`config.mk`:
```
export PLATFORM = sky130hd
export DESIGN_NAME = io_port_controller
export DESIGN_NICKNAME = d
export VERILOG_FILES = /design/src/rtl/io_pkg.sv /design/src/rtl/io_sync_fifo.sv /design/src/rtl/io_port_controller.sv
export SDC_FILE = /design/constraint.sdc
export NUM_CORES = 1
export LEC_CHECK = 0
export CORE_ASPECT_RATIO = 0.5
export CORE_MARGIN = 1.5
export CORE_UTILIZATION = 25
export CTS_CLUSTER_SIZE = 10
export DETAILED_ROUTE_END_ITERATION = 7
export PLACE_DENSITY_LB_ADDON = 0.05
export SLEW_MARGIN = 30
export SYNTH_ARGS = -nofsm -noshare
export SYNTH_HDL_FRONTEND = slang
export SYNTH_SLANG_ARGS = --single-unit
```
`constraint.sdc`:
```
create_clock -name Clk -period 5.5 [get_ports Clk]
set_input_delay 0.55 -clock Clk [delete_from_list [all_inputs] [get_ports Clk]]
set_output_delay 0.55 -clock Clk [all_outputs]
set_load 0.01 [all_outputs]
```
`src/rtl/io_pkg.sv`:
```
// Shared definitions for the processor IN/OUT port controller:
// input FSM state encoding, interrupt retry timeout and default word width.
package io_pkg;

    localparam int DATA_W_DEF    = 16;
    localparam int RETRY_TIMEOUT = 1024;

    typedef enum logic [1:0] {
        IDLE    = 2'd0,
        INT_REQ = 2'd1,
        WAIT_RD = 2'd2,
        GAP     = 2'd3
    } rx_state_t;

endpackage

```
`src/rtl/io_sync_fifo.sv`:
```
// Synchronous FIFO with wrap-bit pointers and a registered head output.
// The head word stays in storage until it is handshaken out, so it occupies
// a slot while the consumer stalls. A write into a full FIFO is accepted only
// when a read frees a slot in the same cycle; otherwise it is dropped and
// reported on the overflow strobe.
module io_sync_fifo #(
    parameter int DATA_W = 16,
    parameter int DEPTH  = 4
) (
    input  logic              clk,
    input  logic              rst_n,
    input  logic [DATA_W-1:0] wr_data,
    input  logic              wr_en,
    output logic [DATA_W-1:0] rd_data,
    output logic              rd_valid,
    input  logic              rd_ready,
    output logic              full,
    output logic              overflow
);

    localparam int AW = $clog2(DEPTH);

    logic [DATA_W-1:0] mem [DEPTH];
    logic [AW:0]       wptr;
    logic [AW:0]       rptr;
    logic [AW:0]       rptr_nxt;
    logic              push;
    logic              pop;

    assign pop      = rd_valid && rd_ready;
    assign full     = (wptr[AW] != rptr[AW]) && (wptr[AW-1:0] == rptr[AW-1:0]);
    assign push     = wr_en && (!full || pop);
    assign overflow = wr_en && full && !pop;
    assign rptr_nxt = rptr + {{AW{1'b0}}, pop};

    // Storage write; contents need no reset because the pointers gate visibility.
    always_ff @(posedge clk) begin
        if (push) begin
            mem[wptr[AW-1:0]] <= wr_data;
        end
    end

    // Pointer update on accepted writes and handshaken reads.
    always_ff @(posedge clk or negedge rst_n) begin
        if (!rst_n) begin
            wptr <= '0;
            rptr <= '0;
        end else begin
            if (push) begin
                wptr <= wptr + {{AW{1'b0}}, 1'b1};
            end
            rptr <= rptr_nxt;
        end
    end

    // Registered head: presents the entry at the post-read pointer, held while stalled.
    always_ff @(posedge clk or negedge rst_n) begin
        if (!rst_n) begin
            rd_valid <= 1'b0;
            rd_data  <= '0;
        end else begin
            rd_valid <= (wptr != rptr_nxt);
            if (wptr != rptr_nxt) begin
                rd_data <= mem[rptr_nxt[AW-1:0]];
            end
        end
    end

endmodule

```
`src/rtl/io_port_controller.sv`:
```
// Device-side end of the processor IN/OUT ports and interrupt line.
// Output path: processor OUT writes are buffered in io_sync_fifo and drained
// to the device over valid/ready. Input path: one device word is captured,
// held on cpu_in and announced with a one-cycle cpu_int pulse.
// Optional feature macro IO_INT_RETRY_EN: re-pulses cpu_int when the
// processor has not read the word within RETRY_TIMEOUT cycles.
module io_port_controller
    import io_pkg::*;
#(
    parameter int DATA_W      = DATA_W_DEF,
    parameter int OFIFO_DEPTH = 4,
    parameter int INT_GAP     = 2
) (
    input  logic              Clk,
    input  logic              Rst,
    input  logic [DATA_W-1:0] cpu_out,
    input  logic              cpu_out_wr,
    output logic [DATA_W-1:0] cpu_in,
    input  logic              cpu_in_rd,
    output logic              cpu_int,
    output logic [DATA_W-1:0] dev_tx_data,
    output logic              dev_tx_valid,
    input  logic              dev_tx_ready,
    input  logic [DATA_W-1:0] dev_rx_data,
    input  logic              dev_rx_valid,
    output logic              dev_rx_ready,
    output logic              ofifo_full,
    output logic              ovf_sticky
);

    localparam int GW = (INT_GAP > 1) ? $clog2(INT_GAP) : 1;

    logic      fifo_ovf;
    rx_state_t state;
    logic [GW-1:0] gap_cnt;
`ifdef IO_INT_RETRY_EN
    logic [15:0] wait_cnt;
`endif

    io_sync_fifo #(
        .DATA_W (DATA_W),
        .DEPTH  (OFIFO_DEPTH)
    ) u_ofifo (
        .clk      (Clk),
        .rst_n    (Rst),
        .wr_data  (cpu_out),
        .wr_en    (cpu_out_wr),
        .rd_data  (dev_tx_data),
        .rd_valid (dev_tx_valid),
        .rd_ready (dev_tx_ready),
        .full     (ofifo_full),
        .overflow (fifo_ovf)
    );

    // Remember any dropped OUT write until the next reset.
    always_ff @(posedge Clk or negedge Rst) begin
        if (!Rst) begin
            ovf_sticky <= 1'b0;
        end else if (fifo_ovf) begin
            ovf_sticky <= 1'b1;
        end
    end

    // Input FSM: capture a device word, pulse cpu_int, wait for the IN read, then enforce the gap.
    always_ff @(posedge Clk or negedge Rst) begin
        if (!Rst) begin
            state        <= IDLE;
            cpu_in       <= '0;
            cpu_int      <= 1'b0;
            dev_rx_ready <= 1'b1;
            gap_cnt      <= '0;
`ifdef IO_INT_RETRY_EN
            wait_cnt     <= '0;
`endif
        end else begin
            cpu_int <= 1'b0;
            case (state)
                IDLE: begin
                    if (dev_rx_valid) begin
                        cpu_in       <= dev_rx_data;
                        cpu_int      <= 1'b1;
                        dev_rx_ready <= 1'b0;
                        state        <= INT_REQ;
                    end
                end
                INT_REQ: begin
                    // A read coinciding with the pulse itself is deliberately ignored.
                    state <= WAIT_RD;
`ifdef IO_INT_RETRY_EN
                    wait_cnt <= '0;
`endif
                end
                WAIT_RD: begin
                    if (cpu_in_rd) begin
                        if (INT_GAP == 0) begin
                            dev_rx_ready <= 1'b1;
                            state        <= IDLE;
                        end else begin
                            gap_cnt <= '0;
                            state   <= GAP;
                        end
                    end
`ifdef IO_INT_RETRY_EN
                    else if (wait_cnt == 16'(RETRY_TIMEOUT - 1)) begin
                        cpu_int <= 1'b1;
                        state   <= INT_REQ;
                    end else begin
                        wait_cnt <= wait_cnt + 16'd1;
                    end
`endif
                end
                GAP: begin
                    if (gap_cnt == GW'(INT_GAP - 1)) begin
                        dev_rx_ready <= 1'b1;
                        state        <= IDLE;
                    end else begin
                        gap_cnt <= gap_cnt + GW'(1);
                    end
                end
                default: state <= IDLE;
            endcase
        end
    end

endmodule

```
==> results of run 1 <==
[worst min-delay path by stage]
| stage | slack, ns | depth (start not counted) | end |
|---|---|---|---|
| final | 0.29 | 2 | u_ofifo.rd_data[8]$_DFFE_PN0P_ |
| after detailed placement | 0.47 | 1 | ovf_sticky$_DFFE_PN0P_ |
| after global placement | 0.46 | 1 | ovf_sticky$_DFFE_PN0P_ |
| after global routing | 0.35 | 2 | u_ofifo.rd_data[8]$_DFFE_PN0P_ |
| after floorplan | 0.25 | 0 | cpu_in[0]$_DFFE_PN0P_ |
| after CTS | 0.32 | 2 | u_ofifo.rd_data[15]$_DFFE_PN0P_ |
[synthesized netlist by cell type, types with 2 or more instances]
library cell	n
nor2_1	2
and2_2	4
edfxtp_1	64
mux4_2	16
nand2_1	2
xor2_1	3
dfrtp_1	44
inv_1	9
xnor2_1	4
mux2_2	33
mux2i_1	2
buf_4	3
a21oi_1	3
ha_1	10
[state kept, by name, summed over array words and instances, names as in the netlist]
name,cells
u_ofifo.mem,64
cpu_in,16
u_ofifo.rd_data,16
u_ofifo.rptr,3
u_ofifo.wptr,3
state,2
cpu_int,1
dev_rx_ready,1
gap_cnt,1
ovf_sticky,1
u_ofifo.rd_valid,1
[area by class of cell]
type | instances | share of cell area
Clock inverter | 6 | 0.0113
Tap cell | 227 | 0.0512
Clock buffer | 10 | 0.0413
Timing Repair Buffer | 76 | 0.135
Multi-Input combinational cell | 93 | 0.206
Sequential cell | 109 | 0.549
Inverter | 9 | 0.00609
[layer usage]
| layer | vias up | track usage |
|---|---|---|
| met2 | 52 | 0.156 |
| met4 | 0 | 0.0260 |
| met1 | 1078 | 0.137 |
| met5 | - | 0 |
| met3 | 3 | 0.0364 |
| li1 | 996 | - |
[critical path, stage by stage]
cell	delay, ns
clkdlybuf4s50_1	0.40
nand2_1	0.09
inv_1	0.07
ha_1	0.18
ha_2	0.70
xnor2_1	0.20
nand3_2	0.49
mux2_2	0.46
[metrics by stage]
step           power (mW)  hold WS [ns]  setup slack [ns]  cell area [sq um]
6_report             3.26         0.293              2.58               5550
5_1_grt              3.48         0.349              2.40               5550
4_1_cts              3.34         0.325              2.26               5550
3_5_place_dp         2.68         0.469              1.89               5260
3_3_place_gp         2.66         0.464              1.90               5260
2_1_floorplan        2.14         0.254              3.12               4260
[power groups by stage]
stage	registers (mW)	clock network (mW)	logic, mW
floorplan	1.34	0	0.798
global placement	1.31	0	1.36
detailed placement	1.32	0	1.37
CTS	1.30	0.667	1.37
global route	1.33	0.694	1.46
finish	1.30	0.636	1.33
[kinds of logic (layout without fill, tap and decap cells)]
| logic type | count (synthesis) | count (layout) |
|---|---|---|
| adders and majority gates | 10 | 10 |
| buffers and inverters | 15 | 101 |
| AOI/OAI and AO/OA | 10 | 10 |
| DFF | 109 | 109 |
| muxes | 52 | 52 |
| xor gates and xnor gates | 8 | 8 |
| and+or+nand+nor | 13 | 13 |
[placed cells by master, fill, tap and decap left out]
cell / instances
clkdlybuf4s50_1: 73
edfxtp_1: 64
dfrtp_1: 44
mux2_2: 33
mux4_2: 16
inv_1: 9
ha_1: 9
clkbuf_16: 9
xnor2_1: 4
and2_2: 4
inv_6: 4
xor2_1: 3
a21oi_1: 3
nand2_1: 2
nor2_1: 2
mux2i_1: 2
buf_4: 2
o41a_2: 1
nor3_1: 1
xnor3_1: 1
nand3_2: 1
a222oi_1: 1
a22oi_1: 1
a2bb2oi_1: 1
mux2_4: 1
a31o_2: 1
and2_1: 1
and3b_1: 1
or4_1: 1
a21boi_0: 1
a221o_1: 1
ha_2: 1
clkbuf_1: 1
clkinv_8: 1
inv_8: 1
dfstp_2: 1
buf_2: 1
==> run summary, run 1 <==
STATUS
-------------------------------------------------------------------------------------------------
Outcome                                                                                 completed

SYNTH
-------------------------------------------------------------------------------------------------
Yosys reg bits                                                                                109
Net count of the mapped netlist                                                               265
Main area contributors after synthesis                                               edfxtp_1 45%, dfrtp_1 26%, mux2_2 8.7%
Share of flip-flops with an asynchronous set or reset after synthesis                       0.413
Post-synthesis compound-gate area fraction                                                 0.0188
Xor and xnor fraction of the mapped netlist area                                           0.0197
Synth Area in Adders                                                                       0.0294
Top FF cell, synth                                                                       edfxtp_1
Share of synthesized cell area in and, or, nand and nor gates                              0.0194
Number of distinct library cell variants in the gate-level netlist after synthesis             32
Syn. warnings                                                                                   0
Mean instance size in the synthesized netlist                                          19.6 sq um
Portion of synthesized cell area occupied by the leading cell type                          0.451
Post-Synthesis Cell Area                                                             0.00426 sq mm
Post-synth EDFFs                                                                               64
Cells after synthesis                                                                         217
Sequential element share of the synthesized area                                            0.716
Mux share of post-synthesis cell area                                                       0.180
Dominant combinational cell family by area after synthesis                           multiplexers
Library cell with the largest summed area after synthesis                                edfxtp_1

WORST SETUP PATH
-------------------------------------------------------------------------------------------------
Required time reported for the critical path endpoint                                     5.73 ns
CP max FO                                                                                      18
Worst setup slack for register-to-register paths                                          2.79 ns
Sort of element at the start of the critical path                                      input port
Worst-case reg-to-reg path depth                                                                7
Sort of element at the end of the critical path                                          register
Capture point of the critical path                                                   u_ofifo.rd_data[5]$_DFFE_PN0P_
Start point of the critical path                                                     dev_tx_ready
Type of the setup path with the least slack                                          input port to register
FF-to-FF Start                                                                       u_ofifo.rd_valid$_DFF_PN0_
Worst reg2reg path endpoint                                                          u_ofifo.rd_data[5]$_DFFE_PN0P_
Data arrival time of the critical path                                                    3.15 ns

CLOCK TREE
-------------------------------------------------------------------------------------------------
Number of sinks driven by the clock tree                                                      109
Clock H-tree levels                                                                             3
Clock slew seen by the registers of the worst setup and hold paths                        0.08 ns
CTS hold repair buffers                                                                         0
Worst-case clock buffer depth                                                                   2
Cells resized by post-CTS repair                                                                0
Clock latency on the worst-skew pair                                                      0.35 ns
TritonCTS clock tree                                                                         done
TritonCTS Buffers                                                                               9
Post-CTS Setup Inserts                                                                          0
Buffer cell driving the clock tree root                                                 clkbuf_16

DRT
-------------------------------------------------------------------------------------------------
Highest metal used                                                                           met4
Antenna viol nets, final                                                                        0
Total vias in the final route                                                                2129
Routed wire length                                                                   8510 microns
Drt pass-1 iters                                                                                4
Per-cell via count in the routed design                                                      4.02
Mean routed wirelength per cell                                                      16.1 microns
Length of routed met2 wiring                                                         3960 microns
M1 wire length                                                                       4180 microns
Wire length on met3                                                                   351 microns
Initial DRC count                                                                             123
DR DRC count                                                                                    0

TIMING
-------------------------------------------------------------------------------------------------
Total Neg Setup Slack                                                                        0 ns
Max_slew headroom                                                                           0.511
Shortest clock period the worst path allows after layout                                  2.92 ns
Max Transition Viols Final                                                                      0
Worst-margin pin slew                                                                    0.732 ns
RSZ-0062 raised after global routing                                                        false
F_max                                                                                     342 MHz
Clock skew                                                                              0.0155 ns
Final critical-path share of the clock period                                               0.531
Final setup violation count                                                                     0
Number of failing hold endpoints at the final stage                                             0

CELLS AND AREA
-------------------------------------------------------------------------------------------------
Cell Count, Final, Fillers Out                                                                530
Synthesis-to-layout area growth                                                             30.4%
Antenna diode count                                                                             0
Number of nets in the final layout                                                            346
Ratio of cells with drive above 1 in the final layout                                       0.254
Filler Cells Inserted                                                                        1603
Post-Route Utilization                                                                      0.336
Multi-input gate area                                                                0.00114 sq mm
Total area of sequential cells                                                       0.00305 sq mm

POWER
-------------------------------------------------------------------------------------------------
Share of total power in the clock network                                                   0.195
Leak pwr                                                                                  2.04 nW
Worst vdd ir                                                                           0.000166 V
Fraction of power spent switching nets                                                      0.313
P per Cell Area                                                                       588 mW/mm^2
Cell-internal power                                                                       2.24 mW
Switching power of the nets                                                               1.02 mW
Portion of total power attributed to combinational logic                                    0.408
Register share of total power                                                               0.397

PLACE
-------------------------------------------------------------------------------------------------
Routability congestion estimate from global placement                                       0.726
Post-DP HPWL                                                                         5300 microns
Placed cells                                                                                  514
Buffers added on ports                                                                         74

GLOBAL ROUTING
-------------------------------------------------------------------------------------------------
Maximum number of pins on one net before global-route repair                                   46
GRT Residual Overflow                                                                           0
Number of antenna violations at the first check in global routing                               0
Global-route wire length before repair                                               13200 microns
Vias in the first global route                                                               2258
Overall fraction of global-route tracks in use                                              0.102

FLOW RUN
-------------------------------------------------------------------------------------------------
Max-cap check violation count                                                                   0

FLOORPLANNING
-------------------------------------------------------------------------------------------------
Die Width                                                                             188 microns
Initial core utilization                                                                    0.258
Core region area                                                                     0.0165 sq mm
Std cell rows                                                                                  33
Die Y                                                                                95.3 microns
Number of top-level pins                                                                       75
Die area                                                                             0.0179 sq mm

HOLD PATH
-------------------------------------------------------------------------------------------------
Hold Crit Class                                                                      input port to asynchronous set/reset pin

Power figures use the tool's default switching activity.
==> run 2: changes to the inputs <==
==> constraint.sdc (replaced) <==
create_clock -name Clk -period 2.4 [get_ports Clk]
set_input_delay 0.24 -clock Clk [delete_from_list [all_inputs] [get_ports Clk]]
set_output_delay 0.24 -clock Clk [all_outputs]
set_load 0.01 [all_outputs]
==> run summary, run 2 (same netlist as run 1, synthesis figures left out) <==
TIMING
---------------------------------------------------------------------------------
Total Neg Setup Slack                                                        0 ns
Clock skew                                                              0.0117 ns
Max Transition Viols Final                                                      0
Max_slew headroom                                                           0.637
F_max                                                                     461 MHz
Final critical-path share of the clock period                               0.904
Number of failing hold endpoints at the final stage                             0
Worst-margin pin slew                                                    0.545 ns
RSZ-0062 raised after global routing                                        false
Min Hold Slack                                                           0.402 ns
Shortest clock period the worst path allows after layout                  2.17 ns
Final setup violation count                                                     0

PLACE
---------------------------------------------------------------------------------
Routability congestion estimate from global placement                       0.679
Post-DP HPWL                                                         5730 microns
Buffers added on ports                                                         74

CELLS AND AREA
---------------------------------------------------------------------------------
Synthesis-to-layout area growth                                             33.2%
Ratio of cells with drive above 1 in the final layout                       0.269
Top library cells by usage in the layout, fill and taps aside        73 x clkdlybuf4s50_1, 64 x edfxtp_1, 44 x dfrtp_1
Most common library cell in the layout ignoring fill and taps        clkdlybuf4s50_1
Flip-flop count of the largest register after layout                           64
Antenna diode count                                                             0
Number of nets in the final layout                                            355

WORST SETUP PATH
---------------------------------------------------------------------------------
Data arrival time of the critical path                                    1.93 ns
Type of the setup path with the least slack                          register to output port
Required time reported for the critical path endpoint                     2.16 ns
CP max FO                                                                       6
Sort of element at the start of the critical path                        register
Sort of element at the end of the critical path                       output port

FLOORPLANNING
---------------------------------------------------------------------------------
Std cell rows                                                                  33
Number of top-level pins                                                       75
Initial core utilization                                                    0.258
Core region area                                                     0.0165 sq mm
Die Y                                                                95.3 microns
Die Width                                                             188 microns
Die area                                                             0.0179 sq mm

DRT
---------------------------------------------------------------------------------
Mean routed wirelength per cell                                      16.3 microns
Per-cell via count in the routed design                                      4.14
Antenna viol nets, final                                                        0
Routed wire length                                                   8810 microns
Drt pass-1 iters                                                                4
Initial DRC count                                                             116
DR DRC count                                                                    0
Total vias in the final route                                                2234

CLOCK TREE
---------------------------------------------------------------------------------
Cells resized by post-CTS repair                                                0
TritonCTS clock tree                                                         done
Buffer cell driving the clock tree root                                 clkbuf_16
Clock latency on the worst-skew pair                                      0.35 ns
Worst-case clock buffer depth                                                   2
Number of sinks driven by the clock tree                                      109
CTS hold repair buffers                                                         1
TritonCTS Buffers                                                               9
Clock slew seen by the registers of the worst setup and hold paths        0.08 ns
Clock H-tree levels                                                             3
Post-CTS Setup Inserts                                                          0

POWER
---------------------------------------------------------------------------------
Overall power of the completed layout                                     7.74 mW
P per Cell Area                                                      1370 mW/mm^2
Worst vdd ir                                                           0.000446 V
Leak pwr                                                                  2.11 nW

GLOBAL ROUTING
---------------------------------------------------------------------------------
Number of antenna violations at the first check in global routing               0
Maximum number of pins on one net before global-route repair                   22
GRT Residual Overflow                                                           0
Vias in the first global route                                               2395
Overall fraction of global-route tracks in use                              0.106
Global-route wire length before repair                               14000 microns

FLOW RUN
---------------------------------------------------------------------------------
Max-cap check violation count                                                   0

STATUS
---------------------------------------------------------------------------------
Outcome                                                                 completed

HOLD PATH
---------------------------------------------------------------------------------
Hold Crit Class                                                      input port to asynchronous set/reset pin

-- run 2: cell count changes in the layout (fill, tap and decap cells not counted), sizes merged --
cell and change:
dlygate4sd3 +1, buf +8
-- run 2: per-stage QoR --
| stage | util | cell area [sq um] | std cells | worst slack (ns) |
|---|---|---|---|---|
| after global placement | 0.325 | 5370 | 522 | 0.0678 |
| after floorplan | - | 4260 | 217 | 0.148 |
| after detailed placement | 0.325 | 5370 | 522 | 0.0597 |
| after CTS | 0.343 | 5670 | 539 | 0.178 |
| after global routing | 0.343 | 5670 | 539 | 0.105 |
| final | 0.343 | 5670 | 539 | 0.230 |
-- run 2: critical path, cell delays in order (launching register included) --
cell and delay [ns]:
dfrtp_1 0.48, xor2_1 0.22, nor3_1 0.29, clkdlybuf4s50_1 0.60
-- run 2: where the power goes --
part / internal (mW) / switching (mW)
clock network: 0.738 / 0.725
registers: 2.66 / 0.309
logic: 1.97 / 1.34
total: 5.37 / 2.38
-- run 2: routing by layer --
metal | part of all wire | vias to the layer above | global-route usage
met3 | 0.046 | 7 | 0.0346
met5 | 0 | - | 0
met2 | 0.46 | 51 | 0.168
met1 | 0.48 | 1163 | 0.141
li1 | - | 1013 | -
met4 | 0.0093 | 0 | 0.0240
-- run 2: final timing paths --
kind                                              from  slack [ns]                        endpoint  cells past startpoint
setup / recovery           u_ofifo.wptr[1]$_DFFE_PN0P_        0.23                      ofifo_full                      3
hold / removal                                     Rst        0.40  u_ofifo.rd_data[8]$_DFFE_PN0P_                      2
setup reg to reg            u_ofifo.rd_valid$_DFF_PN0_        0.37  u_ofifo.rd_data[7]$_DFFE_PN0P_                      8
hold reg to reg                 ovf_sticky$_DFFE_PN0P_        0.48          ovf_sticky$_DFFE_PN0P_                      1
max in group asynchronous                          Rst        1.30        dev_rx_ready$_DFFE_PN1P_                      3
min in group Clk                ovf_sticky$_DFFE_PN0P_        0.48          ovf_sticky$_DFFE_PN0P_                      1
-- run 2: area by class of cell --
type	count	area (sq um)
Clock inverter	6	62.6
Multi-Input combinational cell	93	1140
Sequential cell	109	3050
Tap cell	227	284
Clock buffer	10	229
Fill cell	1577	10800
Inverter	9	33.8
Timing Repair Buffer	85	871
==> run 3: changes to the inputs <==
--- a/config.mk
+++ b/config.mk
@@ -15,3 +15,4 @@
 export SYNTH_ARGS = -nofsm -noshare
 export SYNTH_HDL_FRONTEND = slang
 export SYNTH_SLANG_ARGS = --single-unit
+export TNS_END_PERCENT = 100
==> results of run 3 <==
Final layout, timing and power as in run 2 (identical DEF).
